`config.mk`:
```
export PLATFORM = sky130hd
export DESIGN_NAME = id_ex_stage
export DESIGN_NICKNAME = d
export VERILOG_FILES = /design/src/rtl/id_ex_stage_pkg.sv /design/src/rtl/id_ex_stage_fwd_mux.sv /design/src/rtl/id_ex_stage.sv
export SDC_FILE = /design/constraint.sdc
export NUM_CORES = 1
export LEC_CHECK = 0
export ABC_AREA = 0
export BUFFER_PORTS_ARGS = -buffer_cell sky130_fd_sc_hd__clkbuf_2
export CAP_MARGIN = 5
export CORE_AREA = 2 2 146 148
export DETAILED_ROUTE_END_ITERATION = 12
export DIE_AREA = 0 0 148 150
export PLACE_DENSITY = 0.82
export SYNTH_ARGS = -nofsm -noshare
export SYNTH_HDL_FRONTEND = slang
export SYNTH_SLANG_ARGS = --single-unit
```
`constraint.sdc`:
```
create_clock -name clk_i -period 6.9 [get_ports clk_i]
set_clock_uncertainty 0.1 [all_clocks]
set_input_delay 0.345 -clock clk_i [delete_from_list [all_inputs] [get_ports clk_i]]
set_output_delay 0.345 -clock clk_i [all_outputs]
set_load 0.05 [all_outputs]
```
`src/rtl/id_ex_stage_pkg.sv`:
```
// Shared definitions for the ID/EX stage: datapath widths, ALU opcode
// encodings and the registered ID/EX slot layout.
package id_ex_stage_pkg;

    localparam int XLEN = 32;
    localparam int RA_W = 5;
    localparam int OP_W = 6;

    // ALU opcode encodings shared with the execute stage.
    localparam logic [OP_W-1:0] ADD_OP  = 6'h01;
    localparam logic [OP_W-1:0] SUB_OP  = 6'h02;
    localparam logic [OP_W-1:0] AND_OP  = 6'h03;
    localparam logic [OP_W-1:0] OR_OP   = 6'h04;
    localparam logic [OP_W-1:0] XOR_OP  = 6'h05;
    localparam logic [OP_W-1:0] SLL_OP  = 6'h06;
    localparam logic [OP_W-1:0] SRL_OP  = 6'h07;
    localparam logic [OP_W-1:0] SRA_OP  = 6'h08;
    localparam logic [OP_W-1:0] SLT_OP  = 6'h09;
    localparam logic [OP_W-1:0] SLTU_OP = 6'h0A;

    // Everything the EX slot remembers about one instruction.
    typedef struct packed {
        logic            valid;
        logic [XLEN-1:0] pc;
        logic [XLEN-1:0] rs1_data;
        logic [XLEN-1:0] rs2_data;
        logic [XLEN-1:0] imm;
        logic [RA_W-1:0] rs1;
        logic [RA_W-1:0] rs2;
        logic [RA_W-1:0] rd;
        logic [OP_W-1:0] op;
        logic            use_imm;
        logic            use_pc;
        logic            mem_rd;
        logic            mem_wr;
        logic            reg_wr;
    } id_ex_t;

    // Turn a slot into a bubble: invalid and no side effects. Data fields are
    // left alone because nothing downstream looks at them in a bubble.
    function automatic id_ex_t kill_slot(input id_ex_t s);
        id_ex_t r;
        r        = s;
        r.valid  = 1'b0;
        r.mem_rd = 1'b0;
        r.mem_wr = 1'b0;
        r.reg_wr = 1'b0;
        return r;
    endfunction

endpackage

```
`src/rtl/id_ex_stage_fwd_mux.sv`:
```
// Operand bypass mux: picks the youngest in-flight result for one source
// register, falling back to register-file data. x0 is never bypassed.
module fwd_mux
    import id_ex_stage_pkg::*;
(
    input  logic [RA_W-1:0] rs_i,
    input  logic [XLEN-1:0] rf_data_i,
    input  logic            exmem_reg_wr_i,
    input  logic [RA_W-1:0] exmem_rd_i,
    input  logic [XLEN-1:0] exmem_res_i,
    input  logic            memwb_reg_wr_i,
    input  logic [RA_W-1:0] memwb_rd_i,
    input  logic [XLEN-1:0] memwb_res_i,
    output logic [XLEN-1:0] fwd_o
);

    // EX/MEM is younger than MEM/WB, so it wins when both match.
    always_comb begin
        fwd_o = rf_data_i;
        if (exmem_reg_wr_i && (exmem_rd_i != '0) && (exmem_rd_i == rs_i)) begin
            fwd_o = exmem_res_i;
        end else if (memwb_reg_wr_i && (memwb_rd_i != '0) && (memwb_rd_i == rs_i)) begin
            fwd_o = memwb_res_i;
        end
    end

endmodule

```
`src/rtl/id_ex_stage.sv`:
```
// ID/EX pipeline register feeding the ALU. Captures decode fields, inserts a
// bubble on load-use hazards, and forwards/selects operands on the EX side.
module id_ex_stage
    import id_ex_stage_pkg::*;
(
    input  logic            clk_i,
    input  logic            rst_n_i,
    input  logic            stall_i,
    input  logic            flush_i,
    input  logic            id_valid_i,
    input  logic [XLEN-1:0] id_pc_i,
    input  logic [XLEN-1:0] id_rs1_data_i,
    input  logic [XLEN-1:0] id_rs2_data_i,
    input  logic [RA_W-1:0] id_rs1_i,
    input  logic [RA_W-1:0] id_rs2_i,
    input  logic [RA_W-1:0] id_rd_i,
    input  logic [XLEN-1:0] id_imm_i,
    input  logic [OP_W-1:0] id_op_i,
    input  logic            id_use_imm_i,
    input  logic            id_use_pc_i,
    input  logic            id_mem_rd_i,
    input  logic            id_mem_wr_i,
    input  logic            id_reg_wr_i,
    input  logic            exmem_reg_wr_i,
    input  logic [RA_W-1:0] exmem_rd_i,
    input  logic [XLEN-1:0] exmem_res_i,
    input  logic            memwb_reg_wr_i,
    input  logic [RA_W-1:0] memwb_rd_i,
    input  logic [XLEN-1:0] memwb_res_i,
    output logic            hazard_o,
    output logic            ex_valid_o,
    output logic [XLEN-1:0] opr_a_o,
    output logic [XLEN-1:0] opr_b_o,
    output logic [OP_W-1:0] op_o,
    output logic [XLEN-1:0] store_data_o,
    output logic [RA_W-1:0] ex_rd_o,
    output logic            ex_mem_rd_o,
    output logic            ex_mem_wr_o,
    output logic            ex_reg_wr_o,
    output logic [XLEN-1:0] ex_pc_o
);

    id_ex_t          ex_d;
    id_ex_t          ex_q;
    logic [XLEN-1:0] fwd_rs1;
    logic [XLEN-1:0] fwd_rs2;

    // Load in EX whose destination is read by the instruction in ID. rs2 is
    // compared even for I-type; the occasional false stall is harmless.
    always_comb begin
        hazard_o = ex_q.valid && ex_q.mem_rd && (ex_q.rd != '0) && id_valid_i &&
                   ((ex_q.rd == id_rs1_i) || (ex_q.rd == id_rs2_i));
    end

    // Next slot contents: flush, then stall, then hazard bubble, then capture.
    always_comb begin
        // NOTE: the hold default covers every path, so no latch is inferred.
        ex_d = ex_q;
        if (flush_i) begin
            ex_d = kill_slot(ex_q);
        end else if (stall_i) begin
            ex_d = ex_q;
        end else if (hazard_o) begin
            ex_d = kill_slot(ex_q);
        end else begin
            ex_d.valid    = id_valid_i;
            ex_d.pc       = id_pc_i;
            ex_d.rs1_data = id_rs1_data_i;
            ex_d.rs2_data = id_rs2_data_i;
            ex_d.imm      = id_imm_i;
            ex_d.rs1      = id_rs1_i;
            ex_d.rs2      = id_rs2_i;
            ex_d.rd       = id_rd_i;
            ex_d.op       = id_op_i;
            ex_d.use_imm  = id_use_imm_i;
            ex_d.use_pc   = id_use_pc_i;
            ex_d.mem_rd   = id_mem_rd_i & id_valid_i;
            ex_d.mem_wr   = id_mem_wr_i & id_valid_i;
            ex_d.reg_wr   = id_reg_wr_i & id_valid_i;
        end
    end

    // ID/EX slot register with asynchronous clear.
    always_ff @(posedge clk_i or negedge rst_n_i) begin
        // NOTE: non-blocking assignment keeps every flop sampling pre-edge values.
        if (!rst_n_i) begin
            ex_q <= '0;
        end else begin
            ex_q <= ex_d;
        end
    end

    fwd_mux u_fwd_rs1 (
        .rs_i           (ex_q.rs1),
        .rf_data_i      (ex_q.rs1_data),
        .exmem_reg_wr_i (exmem_reg_wr_i),
        .exmem_rd_i     (exmem_rd_i),
        .exmem_res_i    (exmem_res_i),
        .memwb_reg_wr_i (memwb_reg_wr_i),
        .memwb_rd_i     (memwb_rd_i),
        .memwb_res_i    (memwb_res_i),
        .fwd_o          (fwd_rs1)
    );

    fwd_mux u_fwd_rs2 (
        .rs_i           (ex_q.rs2),
        .rf_data_i      (ex_q.rs2_data),
        .exmem_reg_wr_i (exmem_reg_wr_i),
        .exmem_rd_i     (exmem_rd_i),
        .exmem_res_i    (exmem_res_i),
        .memwb_reg_wr_i (memwb_reg_wr_i),
        .memwb_rd_i     (memwb_rd_i),
        .memwb_res_i    (memwb_res_i),
        .fwd_o          (fwd_rs2)
    );

    // ALU-ready outputs; control bits are gated so a bubble has no effect.
    always_comb begin
        ex_valid_o   = ex_q.valid;
        opr_a_o      = ex_q.use_pc  ? ex_q.pc  : fwd_rs1;
        opr_b_o      = ex_q.use_imm ? ex_q.imm : fwd_rs2;
        store_data_o = fwd_rs2;
        op_o         = ex_q.op;
        ex_rd_o      = ex_q.rd;
        ex_pc_o      = ex_q.pc;
        ex_mem_rd_o  = ex_q.mem_rd & ex_q.valid;
        ex_mem_wr_o  = ex_q.mem_wr & ex_q.valid;
        ex_reg_wr_o  = ex_q.reg_wr & ex_q.valid;
    end

endmodule

```
Word-level counts from Yosys, hierarchy flattened. Cells that the tools add are included.

Flip-flop bits (word level): 155. Output and inout bits: 144. Input bits: 235. Word-level logic and storage cells: 54.

Multiplexer cells: 9. Reduce and logical (&&, ||, !) cells: 15. Eq/ne operators: 7. Bitwise logic cells: 9.

Operators with widths (number): $mux 155 (3); $mux 32 (6); $eq 5x5->1 (6); $reduce_bool 5->1 (3); $logic_and 1x1->1 (10); $and 1x1->1 (6); $not 1->1 (3); $reduce_and 3->1 (1); $ne 2x1->1 const B (1); $logic_or 1x1->1 (1).

Longest topological paths before layout. Gate-level depths: netlist (run 1).

Word-level depth: 7. Depth in mapped cells: 7. Gate-level depth less buffers: 5.

Hierarchy. Synthesis (run 1) repeated with hierarchy kept, for this count alone.

Cells, all modules: 843. Area, all modules: 9341.5 um^2.

By module, submodules not included: id_ex_stage (cells an instance 473, area each 7006.7 um^2, sequential area each 3878.7 um^2, instances 1); fwd_mux (cells an instance 185, area each 1167.4 um^2, sequential area each 0.0 um^2, instances 2).

Least setup slack after synthesis (run 1). OpenSTA, ideal clock, no wires.

Path kind: reg-to-output. Start point: register ex_q[17] in the netlist's numbering. End point: output opr_b_o[0]. Cell stages (with the launch flop): 8. Data required time: 6.455 ns. Slack: 3.694 ns. Arrival: 2.761 ns. Cell sequence: dfrtp_1 or2_2 o21ai_0 and2_1 clkbuf_1 clkbuf_1 a221oi_1 o31ai_1.

Word-level cells in the longest chain between the ends: 5. Elaborated cells on any way between the ends: 7. Those cells by class: 2 x eq/ne; 3 x mux; 2 x reduce/logical.

Ends and longest elaborated chain: start, declared (line id_ex_stage.sv:44) `id_ex_t ex_q;`; start signal, assigned (line id_ex_stage.sv:87) `ex_q <= '0;`; start signal, assigned (line id_ex_stage.sv:89) `ex_q <= ex_d;`; $eq 5x5->1 (line id_ex_stage_fwd_mux.sv:22) `end else if (memwb_reg_wr_i && (memwb_rd_i != '0) && (memwb_rd_i == rs_i)) begin`; $logic_and 1x1->1 (line id_ex_stage_fwd_mux.sv:22); $mux 32 (line id_ex_stage_fwd_mux.sv:22); $mux 32 (*) (line id_ex_stage_fwd_mux.sv:20) `if (exmem_reg_wr_i && (exmem_rd_i != '0) && (exmem_rd_i == rs_i)) begin`; $mux 32 (*) (line id_ex_stage.sv:121) `opr_b_o = ex_q.use_imm ? ex_q.imm : fwd_rs2;`; end, declared (line id_ex_stage.sv:33) `output logic [XLEN-1:0] opr_b_o,`.

Mark *: on every way between the ends. The rest lies on a longest branch, timed or not.

Final worst setup path (run 1).
Start point: register ex_q[22] in the netlist's numbering. End point: output opr_a_o[26].

Word-level cells in the longest chain between the ends: 5. Elaborated cells on any way between the ends: 7. Those cells by class: 2 x eq/ne; 3 x mux; 2 x reduce/logical.

Ends and longest elaborated chain: $eq 5x5->1 (line id_ex_stage_fwd_mux.sv:22); $logic_and 1x1->1 (line id_ex_stage_fwd_mux.sv:22); $mux 32 (line id_ex_stage_fwd_mux.sv:22); $mux 32 (*) (line id_ex_stage_fwd_mux.sv:20); $mux 32 (*) (line id_ex_stage.sv:120) `opr_a_o = ex_q.use_pc ? ex_q.pc : fwd_rs1;`; end, declared (line id_ex_stage.sv:32) `output logic [XLEN-1:0] opr_a_o,`.

Marked as above.

==> results.yml, run 1 <==
sta:
  tightest_slew_ps: 1140
  rsz0062_at_grt: "false"
  slew_violations: 0
  setup_viol: 0
  slew_headroom_pct: 23.7
  period_share_pct: 54.8
  max_freq_mhz: 265
  timing.final.ws_setup_ps: 3120
  period_needed_ps: 3780
  hold_violations: 0
  setup_tns_ps: 0
drt:
  wirelength_mm: 30.7
  drt_iter0_markers: 775
  drcViolationCount: 0
  antenna_left: 0
  first_pass_iters: 5
  routed-via-count: 8105
  avgViaCountPerCell: 5.66
  wire_per_inst_um: 21.4
synthesis:
  synth-compound-area-share_pct: 12.8
  synthMuxAreaShare_pct: 19.4
  yosysSeqAreaShare_pct: 44.2
  synth-simple-area-share_pct: 13.6
  ys_ff_latch: 155
  synth_top_area_share_pct: 44.2
  synth-xor-area-share_pct: 2.79
  synth_edf_count: 0
  synthesis.nets: 1082
  synth.distinct_cells: 30
  synth.area.top_cells: "dfrtp_1, mux2_1, mux2_2, a221oi_1, o31ai_1"
  synth_ff_type: "dfrtp_1"
  ys_warn_count: 0
  synth_most_common_cell: "dfrtp_1"
  synth.cell_area_sq_mm: 0.00878
  synth.avg_cell_area_sq_um: 10.4
  synthArstFlopShare_pct: 100
  synth_top_family_by_area: "multiplexers"
  synthCells: 847
  yosysTopAreaCell: "dfrtp_1"
  synthAdderAreaFrac_pct: 0
  synthTopCellsByCount: "dfrtp_1, nor2_1, mux2_1"
worst_setup_path:
  crit_type: "reg2out"
  cpPeakStageDelay_ps: 460
  cp_max_fo: 33
  crit_end: "opr_a_o[26]"
  end_kind: "primary output"
  crit_start: "ex_q[22]$_DFFE_PN0P_"
  slowest_stage: "a221oi_1"
  crit_top_cell: "buf_4"
  r2r_cells: 5
  cp_top_family: "buffers and inverters"
  cp.arrival_ps: 3340
  r2r_start: "ex_rd_o[1]$_DFFE_PN0P_"
  worst-path-buf-inv: 3
  cp_num_cells: 8
  crit_chain: "or2_2 > o21ai_2 > buf_4 > nand3_1 > buf_4 > a221oi_1 > o31ai_1 > clkbuf_2"
  reg2reg_to: "ex_pc_o[0]$_DFFE_PN0P_"
  critPathRequiredTime_ps: 6450
  r2r_slack_ps: 3770
  crit_path_start_kind: "flop"
power_and_ir_drop:
  cellPowerDensity_mw_per_mm2: 303
  power.leakage_nw: 5.50
  ir_drop_uv: 194
  p_total_mw: 3.36
clocking:
  tritoncts: "built"
  post_cts_resized: 0
  clkLatencyLatePin_ps: 410
  htreeDepth: 4
  clock_path_buffers: 2
  cts_buffers: 17
  clk_pin_slew_ps: 70
  clock-sinks: 155
  root_buffer: "clkbuf_16"
floorplanning:
  core_sq_mm: 0.0207
  start_util_pct: 42.5
  fp.dieW_um: 148
  die_h_um: 150
  die-area_sq_mm: 0.0222
  fp-row-count: 53
  io_pins: 379
place:
  dp_hpwl_mm: 22.8
  routabilityCongestion: 0.944
  io_buffers: 378
  place_ws_ps: 3480
finish:
  area_growth_pct: 26.2
  nets: 1380
  drive_gt1_share_pct: 42.4
  fillerInstances: 1890
  diodes: 0
flow_run:
  max_cap_violations: 0
grt:
  grt_max_degree: 150
  grt_overflow: 0
  groute.usage.overall_pct: 26.7
  grt_pass1_wl_mm: 44.9
  antenna_found_initial: 2
  grt_pass1_vias: 7890
min_path:
  hold_path.class: "in2reg"
status:
  outcome: "completed"
==> area by class of cell <==
cell class	count	area (sq um)	area share [%]
inverters	3	11.3	0.102
clock inverters	13	111	1.00
clock buffers	19	433	3.91
repair buffers	391	2010	18.1
flip-flops and latches	155	3880	35.0
multi-input cells	577	4290	38.7
well taps	275	344	3.10
==> where the power goes <==
group | total, mW | leakage [nW] | internal, mW | switching, mW
Sequential | 1.17 | 1.82 | 1.04 | 0.125
Combinational | 1.31 | 3.43 | 0.377 | 0.937
Clock | 0.881 | 0.252 | 0.471 | 0.409
==> cell usage in the layout (no fill, tap or decap), drive strengths merged, types with 3 or more instances in the layout <==
| cell type | n |
|---|---|
| a221oi | 64 |
| a32o | 4 |
| and2 | 5 |
| and3 | 64 |
| buf | 13 |
| clkbuf | 396 |
| clkinvlp | 5 |
| dfrtp | 155 |
| inv | 9 |
| mux2 | 151 |
| nand2 | 70 |
| nand3 | 3 |
| nand4 | 3 |
| nor2 | 102 |
| nor2b | 4 |
| nor3 | 3 |
| o31ai | 64 |
| or2 | 3 |
| xnor2 | 16 |
| xor2 | 12 |
==> worst min-delay path by stage <==
stage / slack (ps) / depth (start not counted) / to / startpoint
3_5_place_dp: 370 / 1 / ex_q[3]$_DFFE_PN0P_ / rst_n_i
2_1_floorplan: -50 / 0 / ex_pc_o[0]$_DFFE_PN0P_ / rst_n_i
3_3_place_gp: 360 / 1 / ex_q[3]$_DFFE_PN0P_ / rst_n_i
4_1_cts: 20 / 2 / ex_q[35]$_DFFE_PN0P_ / id_imm_i[9]
5_1_grt: 20 / 2 / ex_q[76]$_DFFE_PN0P_ / id_rs2_data_i[18]
6_report: 40 / 2 / ex_q[35]$_DFFE_PN0P_ / id_imm_i[9]
==> timing repair <==
item,4_1_cts,5_1_grt
hold endpoints to repair,87,0
hold buffers,1,0
setup buffers,0,0
==> through the flow <==
stage	cell area, sq um	instances	utilization, %	hold WS, ps
floorplan	8780	847	-	-50.6
global placement	10500	1400	50.9	364
detailed placement	10500	1400	50.9	373
CTS	11100	1433	53.6	23.7
global route	11100	1433	53.6	22.0
finish	11100	1433	53.6	44.1
==> cells by family (layout without fill, tap and decap cells) <==
logic type | Yosys count | in the layout
simple gates | 260 | 260
xor+xnor | 28 | 28
mux | 151 | 151
flops | 155 | 155
buf+inv | 115 | 426
compound gates | 138 | 138
==> flip-flops by register name, indices dropped and copies added (netlist names) <==
register,cells
ex_q,111
ex_pc_o,32
op_o,6
ex_rd_o,5
ex_valid_o,1
==> per-layer routing <==
| metal | track usage [%] | routed length [um] | vias to the layer above |
|---|---|---|---|
| met1 | 33.6 | 12000 | 3928 |
| li1 | - | - | 3661 |
| met5 | 0 | 23 | - |
| met4 | 10.1 | 985 | 4 |
| met2 | 44.2 | 15100 | 447 |
| met3 | 7.01 | 2560 | 65 |
No activity file was read; power rests on OpenSTA's default activity.
==> run 2, diff against run 1 <==
CORE_AREA = not set   (was 2 2 146 148)
CORE_ASPECT_RATIO = 0.6   (was not set)
CORE_UTILIZATION = 49   (was not set)
DIE_AREA = not set   (was 0 0 148 150)
PLACE_DENSITY = 0.91   (was 0.82)
clock period = 3.6 ns   (was 6.9 ns; I/O delays follow)
==> results.yml, run 2 (synthesized netlist as in run 1, its figures left out) <==
sta:
  period_share_pct: 96.9
  tightest_slew_ps: 1220
  hold_violations: 0
  hold_ws_ps: 38.0
  setup_viol: 0
  period_needed_ps: 3490
  slew_headroom_pct: 18.6
  max_freq_mhz: 287
  rsz0062_at_grt: "false"
  setup_tns_ps: 0
  slew_violations: 0
drt:
  drt_iter0_markers: 1227
  routed-via-count: 9658
  first_pass_iters: 8
  wirelength_mm: 37.7
  antenna_left: 0
  wire_per_inst_um: 24.3
  drcViolationCount: 0
  avgViaCountPerCell: 6.23
power_and_ir_drop:
  pwr-share-clk_pct: 28.2
  power_frac_seq_pct: 32.2
  power.leakage_nw: 6.26
  switching_power_mw: 2.98
  ir_drop_uv: 328
  intPower_mw: 4.06
  swShare_pct: 42.3
  pwr-share-comb_pct: 39.7
  cellPowerDensity_mw_per_mm2: 551
finish:
  largest_reg_flops: 111
  multi_input_area_sq_mm: 0.00431
  final_util_pct: 73.8
  fillerInstances: 1060
  final-seq-area_sq_mm: 0.00388
  top_register: "ex_q"
  area_growth_pct: 45.5
  drive_gt1_share_pct: 37.9
  nets: 1539
  final_common_cell: "clkbuf_2"
  final_cell_mix: "clkbuf_2, dfrtp_1, dlygate4sd3_1, nor2_1, mux2_1"
  fin_cells: 1551
grt:
  grt_max_degree: 89
  grt_overflow: 0
  grt-busiest-layer: "met2"
  groute.usage.overall_pct: 40.4
  grt_use_met1_pct: 49.3
  grt_pass1_wl_mm: 56.1
  met2_usage_pct: 65.0
  grt_pass1_vias: 9759
  use_met3_pct: 11.1
  antenna_found_initial: 0
place:
  io_buffers: 378
  dp_hpwl_mm: 23.2
  routabilityCongestion: 0.946
  place_inst: 1367
floorplanning:
  fp.dieW_um: 175
  core_sq_mm: 0.0173
  start_util_pct: 50.7
  die-area_sq_mm: 0.0185
  io_pins: 379
  die_h_um: 106
  fp-row-count: 37
clocking:
  htreeDepth: 4
  cts_buffers: 17
  clock-sinks: 155
  clk_pin_slew_ps: 70
  clkLatencyLatePin_ps: 420
  clock_path_buffers: 2
  tritoncts: "built"
  root_buffer: "clkbuf_16"
worst_setup_path:
  crit_chain: "or2_2 > o21ai_0 > and2_1 > buf_4 > a221oi_1 > o31ai_1 > clkbuf_2"
  critPathRequiredTime_ps: 3320
  worst-path-buf-inv: 2
  cp_max_fo: 21
  cp_top_family: "compound AO/OA/AOI/OAI gates"
  slowest_stage: "and2_1"
  cp.arrival_ps: 3210
  cpPeakStageDelay_ps: 470
  r2r_slack_ps: 510
  crit_path_start_kind: "flop"
  end_kind: "primary output"
  crit_type: "reg2out"
status:
  outcome: "completed"
flow_run:
  max_cap_violations: 0
min_path:
  hold_path.class: "in2reg"
run 2: cell types whose count changed in the layout (fill, tap and decap cells not counted), sizes merged:
cell and change:
dlygate4sd3 +151, clkinv +1, clkinvlp -5, buf +8, inv -4, clkbuf +3, bufinv +4, diode +1
run 2: layout make-up:
type | instances | share of cell area [%]
diodes | 1 | 0.0196
repair buffers | 550 | 28.5
inverters | 3 | 0.0881
multi-input cells | 577 | 33.7
clock buffers | 22 | 3.71
well taps | 234 | 2.29
clock inverters | 9 | 1.25
flip-flops and latches | 155 | 30.4
run 2: final timing paths:
path | startpoint | to | cells after the start
worst max register to register | ex_rd_o[1]$_DFFE_PN0P_ | ex_pc_o[0]$_DFFE_PN0P_ | 5
min in group asynchronous | rst_n_i | ex_q[50]$_DFFE_PN0P_ | 2
max in group asynchronous | rst_n_i | ex_q[78]$_DFFE_PN0P_ | 3
worst min-delay path | id_reg_wr_i | ex_q[0]$_DFFE_PN0P_ | 3
worst min register to register | ex_q[0]$_DFFE_PN0P_ | ex_q[0]$_DFFE_PN0P_ | 1
worst max-delay path | ex_q[17]$_DFFE_PN0P_ | opr_b_o[13] | 7
run 2: timing repair:
| item | CTS | global route |
|---|---|---|
| setup buffers | 0 | 0 |
| hold endpoints to repair | 236 | 0 |
| hold buffers | 152 | 0 |
| gates resized for setup | 0 | 0 |
run 2: power by group through the flow:
stage          clock, mW  sequential, mW  combinational, mW
2_1_floorplan          0            2.14               2.00
3_3_place_gp           0            2.25               2.52
3_5_place_dp           0            2.27               2.56
4_1_cts             1.99            2.24               2.70
5_1_grt             2.06            2.29               2.88
6_report            1.98            2.26               2.79
run 2: through the flow:
stage / total power, mW / area [sq um] / setup WS (ps)
4_1_cts: 6.92 / 12800 / 268
3_3_place_gp: 4.77 / 10600 / 671
3_5_place_dp: 4.82 / 10600 / 600
2_1_floorplan: 4.14 / 8780 / 559
5_1_grt: 7.23 / 12800 / 78.9
6_report: 7.04 / 12800 / 111
run 2: routing by layer:
metal	up-vias	part of all wire [%]
li1	3970	-
met1	4591	37
met2	893	47
met3	204	11
met4	0	5.5
met5	-	0
run 2: worst register-to-register path, cell delays in order (launching register included):
cell,delay [ps]
dfrtp_1,470
or4_1,580
o211a_1,270
a211oi_4,790
buf_12,320
mux2_2,420
==> run 3, diff against run 2 <==
CORE_AREA = 2 2 146 148   (was not set)
CORE_ASPECT_RATIO = not set   (was 0.6)
CORE_UTILIZATION = not set   (was 49)
DIE_AREA = 0 0 148 150   (was not set)
PLACE_DENSITY = 0.82   (was 0.91)
==> results.yml, run 3 (synthesized netlist as in run 1, its figures left out) <==
finish:
  fillerInstances: 1629
  final_cell_mix: "clkbuf_2, dfrtp_1, dlygate4sd3_1, nor2_1, mux2_1"
  final_common_cell: "clkbuf_2"
  nets: 1538
  top_register: "ex_q"
  design_area_sq_mm: 0.0127
  area_growth_pct: 44.7
  drive_gt1_share_pct: 38.0
  largest_reg_flops: 111
sta:
  hold_violations: 0
  max_freq_mhz: 317
  setup_viol: 0
  period_needed_ps: 3150
  slew_violations: 0
  tightest_slew_ps: 1230
  setup_tns_ps: 0
  slew_headroom_pct: 18.0
  rsz0062_at_grt: "false"
  period_share_pct: 87.6
power_and_ir_drop:
  power.leakage_nw: 6.19
  power_frac_seq_pct: 33.6
  pwr-share-comb_pct: 40.4
  p_total_mw: 6.70
  cellPowerDensity_mw_per_mm2: 527
  intPower_mw: 3.77
  pwr-share-clk_pct: 26.0
  ir_drop_uv: 336
  switching_power_mw: 2.93
  swShare_pct: 43.7
worst_setup_path:
  slowest_stage: "nor2_2"
  r2r_slack_ps: 720
  crit_start: "ex_q[17]$_DFFE_PN0P_"
  reg2reg_to: "ex_pc_o[17]$_DFFE_PN0P_"
  crit_path_start_kind: "flop"
  cp_num_cells: 7
  r2r_cells: 6
  cp_max_fo: 13
  crit_type: "reg2out"
  worst-path-buf-inv: 2
  cpPeakStageDelay_ps: 510
  cp_top_family: "compound AO/OA/AOI/OAI gates"
  crit_chain: "xor2_1 > a211o_1 > nor2_2 > buf_4 > a221oi_1 > o31ai_1 > clkbuf_2"
  end_kind: "primary output"
  r2r_start: "ex_rd_o[1]$_DFFE_PN0P_"
  cp.arrival_ps: 2870
  critPathRequiredTime_ps: 3320
clocking:
  clock_path_buffers: 2
  tritoncts: "built"
  cts_buffers: 17
  htreeDepth: 4
  clkLatencyLatePin_ps: 420
  clk_pin_slew_ps: 70
  root_buffer: "clkbuf_16"
  clock-sinks: 155
floorplanning:
  fp.dieW_um: 148
  io_pins: 379
  fp-row-count: 53
  core_sq_mm: 0.0207
  die_h_um: 150
  start_util_pct: 42.5
  die-area_sq_mm: 0.0222
grt:
  grt_max_degree: 86
  antenna_found_initial: 4
  groute.usage.overall_pct: 30.8
  grt_overflow: 0
  grt_pass1_wl_mm: 52.1
  grt_pass1_vias: 9272
drt:
  drcViolationCount: 0
  drt_iter0_markers: 740
  wirelength_mm: 34.9
  avgViaCountPerCell: 5.67
  routed-via-count: 9033
  first_pass_iters: 6
  wire_per_inst_um: 21.9
  antenna_left: 0
place:
  routabilityCongestion: 0.988
  io_buffers: 378
  dp_hpwl_mm: 23.2
  dpl-instance-area_sq_mm: 0.0106
flow_run:
  max_cap_violations: 0
min_path:
  hold_path.class: "in2reg"
  min_from: "id_mem_wr_i"
  hold_depth: 3
  min_to: "ex_q[1]$_DFFE_PN0P_"
status:
  outcome: "completed"
-- run 3: cell count changes in the layout (fill, tap and decap cells not counted), sizes merged --
cell	change
buf	-1
diode	+2
inv	+4
clkbuf	-3
clkinvlp	+4
bufinv	-4
-- run 3: cell type report --
type | count | area [sq um] | share of cell area [%]
clock buffer | 19 | 453 | 3.56
inverter | 3 | 11.3 | 0.0886
sequential | 155 | 3880 | 30.5
clock inverter | 13 | 108 | 0.847
antenna | 3 | 7.51 | 0.0591
multi-input combinational | 577 | 4290 | 33.8
tap | 275 | 344 | 2.71
timing repair buffer | 549 | 3610 | 28.4
-- run 3: how the worst max path moves through the flow --
stage,slack (ps),end
6_report,450,opr_b_o[14]
5_1_grt,300,opr_b_o[14]
4_1_cts,30,opr_b_o[10]
3_5_place_dp,490,opr_b_o[10]
3_3_place_gp,570,opr_b_o[0]
2_1_floorplan,560,opr_b_o[0]
-- run 3: timing repair --
action                                  in CTS  in global routing
gates resized for setup                      0                  0
hold buffers                               152                  0
endpoints found under the setup margin       0                 30
setup buffers                                0                  1
hold endpoints to repair                   235                  0
-- run 3: worst min-delay path: cells and delay by family --
family,cells,cell delay [ps]
AND/OR/NAND/NOR,1,120
AO/OA/AOI/OAI,1,160
buffers and inverters,1,80
-- run 3: metrics by stage --
step | setup WS, ps | hold WS (ps) | cells | util [%]
finish | 447 | 52.0 | 1594 | 61.4
global route | 303 | 59.8 | 1592 | 61.4
CTS | 27.2 | 18.1 | 1590 | 61.4
detailed placement | 490 | 182 | 1406 | 51.3
global placement | 572 | 173 | 1406 | 51.3
floorplan | 559 | -216 | 847 | -
-- run 3: power by group through the flow --
stage	combinational, mW	sequential (mW)	clock (mW)
3_3_place_gp	2.48	2.25	0
4_1_cts	2.65	2.24	1.76
2_1_floorplan	2.00	2.14	0
6_report	2.70	2.25	1.74
5_1_grt	2.82	2.29	1.85
3_5_place_dp	2.51	2.27	0
-- run 3: per-layer routing --
metal | part of all wire (%) | wire length, um | global-route usage [%] | vias to the layer above
met5 | 0.060 | 21 | 0 | -
met1 | 37 | 13000 | 36.3 | 4343
met2 | 49 | 17000 | 52.0 | 582
li1 | - | - | - | 3961
met4 | 4.9 | 1710 | 15.3 | 4
met3 | 8.8 | 3090 | 8.26 | 143
